**src/rtl/led_blink.sv**
```systemverilog
// LED heartbeat: a clock-enable divider advances a 4-bit binary count on the
// four user LEDs. Everything runs in the clk_100MHz domain; no derived clocks.

// Free-running modulo-DIVISOR counter producing a one-cycle enable tick.
module clk_divider #(
  parameter int unsigned DIVISOR = 50_000_000
) (
  input  logic clk,
  input  logic rst,
  output logic tick
);

  localparam int unsigned W = (DIVISOR > 1) ? $clog2(DIVISOR) : 1;
  localparam logic [W-1:0] LAST = W'(DIVISOR - 1);

  logic [W-1:0] cnt;

  // Count 0..DIVISOR-1 and wrap; reset clears the count immediately.
  always_ff @(posedge clk or posedge rst) begin
    if (rst) begin
      cnt <= '0;
    end else if (cnt == LAST) begin
      cnt <= '0;
    end else begin
      cnt <= cnt + W'(1);
    end
  end

  // Terminal-count decode; masked during reset so DIVISOR=1 (cnt pinned at
  // its terminal value) still produces no ticks while reset is held.
  always_comb begin
    tick = (cnt == LAST) && !rst;
  end

endmodule

// Top level: divider instance plus the LED counter it enables.
module led_blink #(
  parameter int unsigned CLK_DIVISOR = 50_000_000
) (
  input  logic       clk_100MHz,
  input  logic       reset,
  output logic [3:0] led
);

  logic tick;

  clk_divider #(
    .DIVISOR(CLK_DIVISOR)
  ) clk_div (
    .clk (clk_100MHz),
    .rst (reset),
    .tick(tick)
  );

  // Advance the LED count once per tick, wrapping 4'hF -> 4'h0.
  always_ff @(posedge clk_100MHz or posedge reset) begin
    if (reset) begin
      led <= '0;
    end else if (tick) begin
      led <= led + 4'd1;
    end
  end

endmodule

```
**config.mk**
```make
export PLATFORM = sky130hd
export DESIGN_NAME = led_blink
export DESIGN_NICKNAME = d
export VERILOG_FILES = /design/src/rtl/led_blink.sv
export SDC_FILE = /design/constraint.sdc
export NUM_CORES = 1
export LEC_CHECK = 0
export CAP_MARGIN = 20
export CORE_MARGIN = 8
export CORE_UTILIZATION = 60
export DETAILED_ROUTE_END_ITERATION = 8
export PLACE_DENSITY = 0.79
export SKIP_LAST_GASP = 1
export SYNTH_ARGS = -nofsm -noshare
export SYNTH_HDL_FRONTEND = slang
export SYNTH_SLANG_ARGS = --single-unit
```
**constraint.sdc**
```tcl
create_clock -name clk_100MHz -period 3.2 [get_ports clk_100MHz]
set_input_delay 0.48 -clock clk_100MHz [delete_from_list [all_inputs] [get_ports clk_100MHz]]
set_output_delay 0.48 -clock clk_100MHz [all_outputs]
set_load 0.01 [all_outputs]
```
Word-level counts from Yosys, hierarchy flattened
Index checks and enable logic that the tools add are counted.

Input port bits: 2. Flip-flop bits (word level): 30. Output and inout port bits: 4. Logic and storage cells: 8.

Add/subtract/negate cells: 2. Reductions and logical operators: 2. Mux-type cells: 1. Equal/unequal tests: 1.

Operators with widths (count): $add 26x1->26 const B (1); $eq 26x26->1 const B (1); $mux 26 (1); $add 4x1->4 const B (1); $logic_and 1x1->1 (1); $logic_not 1->1 (1).

Longest topological paths before layout
Gate-level depths: netlist (run 1).

Depth after elaboration: 2. Mapped depth: 7. Mapped depth without buffers: 5.

Hierarchy
Synthesis (run 1) repeated with hierarchy kept, for this count alone.

Cell total of the unflattened synthesis: 141. Area total of the unflattened synthesis: 1485.2 um^2.

By module, submodules not included: clk_divider (sequential area each 650.6 um^2, times used 1, area an instance 1321.3 um^2, cells an instance 129); led_blink (sequential area each 100.1 um^2, times used 1, area an instance 163.9 um^2, cells an instance 12).

Worst setup path before layout (run 1)
OpenSTA, ideal clock, no wires.

Path type: register to register. From: register clk_div.cnt[0]. To: register clk_div.cnt[23]. Setup time: 0.130 ns. Arrival time: 1.939 ns. Cell stages (with the launch flop): 8. Path slack: 1.131 ns. Period minus slack after synthesis: 2.069 ns. Cell sequence: dfrtp_1 ha_1 nand3_1 or4_1 buf_2 nor4_4 buf_6 a21oi_1.

Word-level cells in the longest chain between the ends: 2.

RTL lines: from (decl) (line 16) `logic [W-1:0] cnt;`; from (signal assigned) (line 25) `cnt <= cnt + W'(1);`; $add 26x1->26 or $eq 26x26->1 (tied branches) (line 25, 22); $mux 26 * (line 22) `end else if (cnt == LAST) begin`.

Mark *: on every way between the ends. The rest lies on a longest branch, timed or not. A chain may end at the register's enable or synchronous reset.

Final worst setup path (run 1)
From: register clk_div.cnt[0]. To: register clk_div.cnt[5].

The elaborated chain is that of the path after synthesis.

==> summary.txt, run 1 <==
Pwr
  – Peak supply drop: 0.360 mV
  – PD cells: 367 nW/um2
  – LEAKAGE: 0.703 nW

Job
  – Max-Cap Viols: 0

Detailed routing
  – Routed WL per cell: 16.1 um
  – Vias per Instance: 6.16
  – Via count: 1170
  – DRT Wirelength: 3.06 mm
  – DRC violations left: 0
  – Pre-antenna DRT Iters: 4
  – Routed Antenna Nets: 0
  – Iter 0 DRT Violations: 115

Floorplanning
  – Ports: 6
  – Die X-Extent: 66.9 um
  – Core ar.: 2480 um2
  – Initial Util: 0.628
  – Die ar.: 4480 um2
  – Rows: 18
  – Die height: 66.9 um

Critical path
  – Crit path max fanout: 9
  – Cell Chain, Critical Path: ha_1, nand3_1, or4_1, nor4_4, buf_4, o21ai_0
  – Critical Path End Type: flop
  – Setup CP Type: flop to flop
  – Crit path required time: 3.41 ns
  – Worst Path Arrival: 2.72 ns
  – Crit-path max cell delay: 0.67 ns
  – Startpoint types: flop
  – Slowest cell on the critical path: or4_1

Timing
  – RSZ-0062 raised after global routing: false
  – Slew @ Worst Pin: 0.524 ns
  – Rel. slew slack: 0.648
  – Setup tns final: 0 ns
  – Final worst path period need: 2.51 ns
  – Max frequency: 398 MHz
  – Fin. Hold Viols: 0
  – Clock Skew: 0.00514 ns
  – Final setup fails: 0
  – Slew Viols, Final: 0
  – Final Cycle Share: 0.786

Logic synthesis
  – Syn Area/Cell: 10.2 um2
  – Leading area contributor after synthesis: dfrtp_1
  – EDFF count, synth: 0
  – Synth Register Bits: 30
  – Mapped cell area: 1560 um2
  – Synth top area cells: dfrtp_1, xor2_1, xnor2_1, nand4_1, nand3_1
  – Mapped Cells: 152
  – Yosys synthesis warning count: 0
  – Synth cell types: 36
  – Primary FF master, synth: dfrtp_1
  – Commonest cells post-synth: dfrtp_1, nor2_1, xor2_1, nand3_1
  – Post-synth ARST share: 1.00
  – Post-synthesis sequential area ratio: 0.483
  – Most common cell in the synthesized netlist: dfrtp_1
  – Syn_nets: 157
  – Synth top area share: 0.483

Clocking
  – CTS max path bufs: 2
  – Htree depth: 2
  – CTS resizes: 0
  – Worst skew pair latency: 0.32 ns
  – CTS Hold Bufs: 0
  – Clock-pin slew on the worst setup and hold paths: 0.09 ns
  – Post-CTS Setup Inserts: 0
  – Clk root buf: clkbuf_4
  – Total CTS buffers: 5
  – TritonCTS clock tree: done
  – # clock sinks: 30

Finish
  – Area delta synth->final: 8.04%
  – Share of cells above drive strength 1: 0.0938
  – Final cell utilization of the core: 0.678
  – Fill cells: 201
  – # diodes: 0
  – # nets final: 166

Global routing
  – Largest net degree at the start of global routing: 22
  – Grt total ovfl: 0
  – First-pass GRT wire length: 5.29 mm
  – GRT Util Overall: 0.157
  – Antenna violations before repair: 0
  – Vias in the first global route: 1174

Hold path
  – Hold WC Path Type: flop to flop

Status
  – Outcome: finished, final reports clean

Placed design
  – GPL Wtd Cong: 0.844
  – Hpwl dp: 2.27 mm
  – Port Buffer Count: 5
## logic make-up after synthesis
logic type	Yosys count	share of synthesized area
simple gates	71	0.282
mux	2	0.0137
fa+ha+maj	3	0.0241
xor+xnor	18	0.101
buf+inv	11	0.0330
compound gates	17	0.0628
flops	30	0.483
## metal layers
metal / global-route usage / wire length [um]
met4: 0.0731 / 33
met2: 0.254 / 1550
met5: 0 / 0
met3: 0.0570 / 180
met1: 0.181 / 1300
## per-stage QoR
stage	hold slack, ns	setup slack (ns)	instances	area, um2	power, mW
2_1_floorplan	0.457	1.13	152	1560	0.396
6_report	0.491	0.686	190	1680	0.617
5_1_grt	0.527	0.562	190	1680	0.642
3_5_place_dp	0.493	0.728	184	1630	0.404
3_3_place_gp	0.458	0.824	184	1630	0.403
4_1_cts	0.506	0.712	190	1680	0.619
## worst max-delay path: cells and delay by family (launching register included)
family | cells | cell delay (ns)
simple gates | 3 | 1.41
flops | 1 | 0.43
buf+inv | 1 | 0.26
fa+ha+maj | 1 | 0.20
compound gates | 1 | 0.10
## cells in the final DEF, fill, tap and decap left out, types with 2 or more instances in the layout
cell type / synthesis / layout
nand2_1: 8 / 8
ha_1: 3 / 3
xor2_1: 11 / 11
inv_1: 6 / 6
nand3_1: 9 / 9
xnor2_1: 7 / 7
a21oi_1: 6 / 6
nor3_1: 6 / 6
o21ai_0: 6 / 6
nor2_1: 12 / 12
o31ai_1: 3 / 3
nor4_1: 3 / 3
buf_4: 0 / 2
clkbuf_4: 0 / 5
or4_1: 6 / 6
nand4_1: 8 / 8
dfrtp_1: 30 / 30
clkdlybuf4s50_1: 0 / 5
or3_1: 6 / 6
and4_1: 2 / 2
## path summary, 6_finish.rpt
check | slack (ns) | end | cells after the start | from
max | 0.69 | clk_div.cnt[5] | 6 | clk_div.cnt[0]
min | 0.49 | led[3] | 1 | led[3]
max reg2reg | 0.69 | clk_div.cnt[5] | 6 | clk_div.cnt[0]
min reg2reg | 0.49 | led[3] | 1 | led[3]
max in group asynchronous | 2.06 | clk_div.cnt[1] | 3 | reset
min in group asynchronous | 0.54 | clk_div.cnt[6] | 2 | reset
## area by class of cell
class	instances	area [um2]	share of cell area
repair buffers	7	65.1	0.0387
flip-flops and latches	30	751	0.447
inverters	6	22.5	0.0134
clock buffers	6	51.3	0.0305
multi-input cells	111	753	0.448
well taps	30	37.5	0.0223
## where the power goes
part / switching, mW / internal, mW / total [mW] / leakage [nW]
registers: 0.00137 / 0.380 / 0.381 / 0.400
logic: 0.00971 / 0.00481 / 0.0145 / 0.272
clock network: 0.122 / 0.0988 / 0.221 / 0.0302
total: 0.133 / 0.484 / 0.617 / 0.703
## state kept, by name, indices dropped and copies added, names as in the netlist
| name | cells |
|---|---|
| clk_div.cnt | 26 |
| led | 4 |
(Power assumes the default switching activity.)
==> inputs of run 2 (changes only) <==
CORE_UTILIZATION = 53   (was 60)
PLACE_DENSITY = 0.74   (was 0.79)
clock period = 2.2 ns   (was 3.2 ns; I/O delays follow)
==> summary.txt, run 2 (same netlist as run 1, synthesis figures left out) <==
Pwr
  – Net Sw Power: 0.213 mW (+60%)
  – Clock group share of total power: 0.501 (+0.143)
  – Net Sw Frac: 0.184 (-0.0318)
  – Gate power share: 0.021 (-0.003)
  – Peak supply drop: 0.663 mV (+84%)
  – Internal power: 0.947 mW (+96%)
  – PD cells: 639 nW/um2 (+74%)
  – Power, Total: 1.16 mW (+88%)
  – LEAKAGE: 0.773 nW (+10%)
  – Sequential power share: 0.478 (-0.140)

Timing
  – Final setup fails: 0 (unchanged)
  – Slew Viols, Final: 0 (unchanged)
  – Clock Skew: 0.0123 ns (+0.00712 ns)
  – Final Cycle Share: 0.942 (+0.157)
  – Max frequency: 482 MHz (+21%)
  – Rel. slew slack: 0.701 (+0.0532)
  – Final worst path period need: 2.07 ns (-0.441 ns)
  – Slew @ Worst Pin: 0.448 ns (-0.0763 ns)
  – Fin. Hold Viols: 0 (unchanged)
  – Setup tns final: 0 ns (unchanged)
  – RSZ-0062 raised after global routing: false

Critical path
  – CP Capture Point: led[1]
  – R2R cell count: 4 (-2)
  – CP delay by family, top: simple AND/OR/NAND/NOR gates
  – Setup CP Type: flop to flop
  – CP bufs+invs: 0 (-1)
  – Crit path max fanout: 5 (-4)
  – Cell Chain, Critical Path: or4_1, or3_4, nor3_4, mux2_1
  – Levels on crit path: 4 (-2)
  – Slowest cell on the critical path: or4_1
  – Worst Path Arrival: 2.31 ns (-0.41 ns)
  – Worst reg2reg path endpoint: led[1]
  – Crit. Startpoint: clk_div.cnt[10]
  – Startpoint types: flop
  – Crit path required time: 2.43 ns (-0.98 ns)
  – R2R setup slack: 0.13 ns (-0.56 ns)
  – Critical Path End Type: flop
  – Crit-path max cell delay: 0.61 ns (-0.06 ns)
  – Reg2reg start: clk_div.cnt[10]

Global routing
  – First-pass GRT wire length: 5.76 mm (+9.0%)
  – Antenna violations before repair: 0 (unchanged)
  – GRT Util Overall: 0.144 (-0.0136)
  – Vias in the first global route: 1242 (+5.8%)
  – Met1 Use GR: 0.170 (-0.0108)
  – Grt total ovfl: 0 (unchanged)
  – Met3 GRT Util: 0.0466 (-0.0104)
  – Layer with the highest usage: met2
  – Met2 Use GR: 0.236 (-0.0189)
  – Largest net degree at the start of global routing: 22 (unchanged)

Placed design
  – GPL Wtd Cong: 0.770 (-8.9%)
  – Port Buffer Count: 5 (unchanged)
  – Hpwl dp: 2.42 mm (+6.5%)
  – Placed cells: 191 (+3.8%)

Finish
  – Most frequent cells in the layout: dfrtp_1, nor2_1, xor2_1
  – Register name with the most flops: clk_div.cnt
  – Most common cell after layout, fill and taps aside: dfrtp_1
  – # nets final: 172 (+3.6%)
  – Area delta synth->final: 16.7%
  – Max reg flops: 26 (unchanged)
  – Largest regs: clk_div.cnt x26, led x4
  – Share of cells above drive strength 1: 0.149 (+0.0551)
  – Final Non-Filler Cells: 199 (+4.7%)
  – # diodes: 0 (unchanged)

Clocking
  – CTS max path bufs: 2 (unchanged)
  – Clock-pin slew on the worst setup and hold paths: 0.10 ns (about the same)
  – Total CTS buffers: 5 (unchanged)
  – Clk root buf: clkbuf_4
  – Htree depth: 2 (unchanged)
  – Worst skew pair latency: 0.34 ns (+0.02 ns)
  – TritonCTS clock tree: done
  – Post-CTS Setup Inserts: 0 (unchanged)
  – # clock sinks: 30 (unchanged)

Floorplanning
  – Die X-Extent: 70.2 um (+4.9%)
  – Core ar.: 2780 um2 (+12%)
  – Rows: 19 (+1)
  – Ports: 6 (unchanged)
  – Initial Util: 0.559 (-0.0686)
  – Die ar.: 4920 um2 (+10%)
  – Die height: 70.2 um (+4.9%)

Job
  – Max-Cap Viols: 0 (unchanged)

Hold path
  – Hold WC Path Type: input pin to asynchronous set/reset pin

Detailed routing
  – Iter 0 DRT Violations: 49 (-57%)
  – Pre-antenna DRT Iters: 4 (unchanged)
  – Via count: 1215 (+3.8%)
  – Vias per Instance: 6.11 (-0.85%)
  – Routed WL per cell: 15.9 um (-1.7%)
  – Routed Antenna Nets: 0 (unchanged)
  – DRC violations left: 0 (unchanged)
  – DRT Wirelength: 3.16 mm (+3.0%)

Status
  – Outcome: finished, final reports clean
-- run 2: power by group through the flow --
stage	Sequential [mW]	Combinational [mW]	Clock [mW]
floorplan	0.566	0.00959	0
global placement	0.565	0.0244	0
detailed placement	0.566	0.0255	0
CTS	0.555	0.0254	0.590
global route	0.555	0.0284	0.612
finish	0.555	0.0248	0.581
-- run 2: worst register-to-register path, stage by stage (launching register included) --
cell	delay (ns)
dfrtp_1	0.44
or4_1	0.61
or3_4	0.44
nor3_4	0.15
mux2_1	0.33
-- run 2: area by class of cell --
cell class              instances  area (um2)
well taps                      31        38.8
clock buffers                   6        51.3
inverters                       6        22.5
flip-flops and latches         30         751
fillers                       219         966
clock inverters                 2        60.1
repair buffers                 13         123
multi-input cells             111         769
-- run 2: repair_timing --
action | 4_1_cts | 5_1_grt
gates resized for setup | 0 | 3
endpoints found under the setup margin | 0 | 10
hold buffers | 0 | 0
-- run 2: metrics by stage --
stage	setup slack (ns)	instance area, um2	util	hold slack [ns]
floorplan	0.131	1560	-	0.421
global placement	0.157	1690	0.607	0.457
detailed placement	0.0873	1690	0.607	0.464
CTS	0.0752	1800	0.647	0.401
global route	0.0287	1820	0.653	0.491
finish	0.127	1820	0.653	0.452
-- run 2: per-layer routing --
layer	vias up	wire length, um
met5	-	0
met4	0	63
met3	9	127
met2	22	1590
met1	606	1370
li1	578	-
-- run 2: how the worst min path moves through the flow --
stage,from,to,slack (ns),cells past startpoint
detailed placement,led[3],led[3],0.46,1
global route,reset,clk_div.cnt[17],0.49,2
finish,reset,clk_div.cnt[23],0.45,2
floorplan,reset,clk_div.cnt[0],0.42,1
global placement,led[3],led[3],0.46,1
CTS,reset,clk_div.cnt[19],0.40,2
==> inputs of run 3 (changes only) <==
CORE_UTILIZATION = 41   (was 53)
PLACE_DENSITY = 0.6   (was 0.74)
==> summary.txt, run 3 (same netlist as run 1, synthesis figures left out) <==
Status
  – Outcome: finished, final reports clean

Timing
  – Rel. slew slack: 0.622 (-0.0788)
  – Slew Viols, Final: 0 (unchanged)
  – RSZ-0062 raised after global routing: false
  – Final Cycle Share: 0.936 (-0.00632)
  – Final worst path period need: 2.06 ns (-0.0139 ns)
  – Clock Skew: 0.00936 ns (-0.00289 ns)
  – Fin. Hold Viols: 0 (unchanged)
  – Hold Slack: 0.466 ns (+0.0139 ns)
  – Final setup fails: 0 (unchanged)
  – Slew @ Worst Pin: 0.566 ns (+0.118 ns)
  – Max frequency: 486 MHz (+0.67%)
  – Setup tns final: 0 ns (unchanged)

Finish
  – Max reg flops: 26 (unchanged)
  – Area delta synth->final: 19.4%
  – Most frequent cells in the layout: dfrtp_1, nor2_1, xor2_1, buf_4, nand3_1
  – Most common cell after layout, fill and taps aside: dfrtp_1
  – # diodes: 0 (unchanged)
  – Register name with the most flops: clk_div.cnt
  – Largest regs: clk_div.cnt x26, led x4
  – # nets final: 177 (+2.9%)
  – Share of cells above drive strength 1: 0.156 (+0.00726)

Critical path
  – Cell Chain, Critical Path: or4_1, or3_4, nor3_4, mux2_1
  – Crit-path max cell delay: 0.60 ns (about the same)
  – Slowest cell on the critical path: or4_1
  – Startpoint types: flop
  – Crit path max fanout: 5 (unchanged)
  – Worst Path Arrival: 2.22 ns (-0.09 ns)
  – Crit path required time: 2.37 ns (-0.06 ns)
  – Setup CP Type: flop to flop
  – Critical Path End Type: flop

Detailed routing
  – DRT Wirelength: 3.17 mm (+0.57%)
  – Via count: 1203 (-0.99%)
  – Pre-antenna DRT Iters: 4 (unchanged)
  – Routed Antenna Nets: 0 (unchanged)
  – Iter 0 DRT Violations: 61 (+24%)
  – Routed WL per cell: 14.4 um (-9.4%)
  – Vias per Instance: 5.44 (-11%)
  – DRC violations left: 0 (unchanged)

Placed design
  – Port Buffer Count: 5 (unchanged)
  – Hpwl dp: 2.38 mm (-1.5%)
  – GPL Wtd Cong: 0.774 (+0.61%)

Floorplanning
  – Rows: 22 (+3)
  – Core ar.: 3660 um2 (+32%)
  – Die height: 77.6 um (+11%)
  – Initial Util: 0.425 (-0.134)
  – Ports: 6 (unchanged)
  – Die X-Extent: 77.6 um (+11%)
  – Die ar.: 6020 um2 (+22%)

Pwr
  – LEAKAGE: 0.787 nW (+1.8%)
  – Internal power: 0.815 mW (-14%)
  – Net Sw Power: 0.217 mW (+1.9%)
  – Gate power share: 0.024 (+0.003)
  – Sequential power share: 0.538 (+0.060)
  – Clock group share of total power: 0.438 (-0.063)
  – Net Sw Frac: 0.211 (+0.0268)
  – PD cells: 556 nW/um2 (-13%)
  – Peak supply drop: 0.235 mV (-65%)

Global routing
  – Vias in the first global route: 1217 (-2.0%)
  – GRT Util Overall: 0.116 (-0.0277)
  – Antenna violations before repair: 0 (unchanged)
  – Grt total ovfl: 0 (unchanged)
  – First-pass GRT wire length: 5.62 mm (-2.4%)
  – Largest net degree at the start of global routing: 19 (-14%)

Clocking
  – Clock-pin slew on the worst setup and hold paths: 0.06 ns (-0.04 ns)
  – TritonCTS clock tree: done
  – Htree depth: 2 (unchanged)
  – # clock sinks: 30 (unchanged)
  – CTS Hold Bufs: 0 (unchanged)
  – Worst skew pair latency: 0.29 ns (-0.05 ns)
  – Total CTS buffers: 5 (unchanged)
  – Clk root buf: clkbuf_8
  – CTS max path bufs: 2 (unchanged)

Hold path
  – Hold WC Path Type: flop to flop

Job
  – Max-Cap Viols: 0 (unchanged)
-- run 3: changes by cell type in the layout (fill, tap and decap cells not counted) --
cell,change
buf_12,+1
buf_4,+4
bufinv_16,-2
clkbuf_1,+1
clkbuf_4,-5
clkbuf_8,+5
clkinv_2,+1
nor4b_1,+1
nor4b_2,-1
or4_1,+1
or4_4,-1
-- run 3: cell type report --
class	count	area, um2
timing repair buffer	18	173
tap	48	60.1
inverter	6	22.5
fill	328	1800
multi-input combinational	111	759
clock inverter	1	5.00
sequential	30	751
clock buffer	7	86.3
-- run 3: final timing paths --
check	startpoint	end	slack (ns)	cells past startpoint
min reg2reg	led[3]	led[3]	0.47	1
min	led[3]	led[3]	0.47	1
max	clk_div.cnt[10]	led[1]	0.14	4
min in group asynchronous	reset	clk_div.cnt[23]	0.55	2
max reg2reg	clk_div.cnt[10]	led[1]	0.14	4
max in group asynchronous	reset	clk_div.cnt[12]	1.14	3
-- run 3: what timing repair did --
item,CTS,global route
endpoints found under the setup margin,0,1
resized for setup,0,1
endpoints found under the hold margin,0,0
setup buffers,0,0
-- run 3: metal layers --
layer | wire length (um) | up-vias | global-route usage | part of all wire
li1 | - | 590 | - | -
met1 | 1470 | 587 | 0.134 | 0.46
met2 | 1490 | 19 | 0.186 | 0.47
met3 | 132 | 7 | 0.0415 | 0.042
met4 | 78 | 0 | 0.0566 | 0.025
met5 | 0 | - | 0 | 0
-- run 3: worst max-delay path, delay by kind of cell (launching register included) --
kind             cells  cell delay, ns
and+or+nand+nor      3            1.19
muxes                1            0.33
DFF                  1            0.42
-- run 3: power groups by stage --
stage          Combinational (mW)  Clock [mW]  Sequential (mW)
2_1_floorplan             0.00959           0            0.566
3_3_place_gp               0.0250           0            0.565
3_5_place_dp               0.0257           0            0.566
4_1_cts                    0.0256       0.465            0.555
5_1_grt                    0.0283       0.492            0.555
6_report                   0.0245       0.452            0.556
-- run 3: metrics by stage --
| step | power, mW | instance area, um2 | utilization | std cells | setup WS (ns) |
|---|---|---|---|---|---|
| final | 1.03 | 1860 | 0.507 | 221 | 0.141 |
| after global routing | 1.08 | 1860 | 0.507 | 221 | 0.0274 |
| after CTS | 1.05 | 1850 | 0.505 | 221 | 0.0965 |
| after detailed placement | 0.591 | 1760 | 0.481 | 213 | 0.0987 |
| after global placement | 0.590 | 1760 | 0.481 | 213 | 0.147 |
| after floorplan | 0.576 | 1560 | - | 152 | 0.131 |
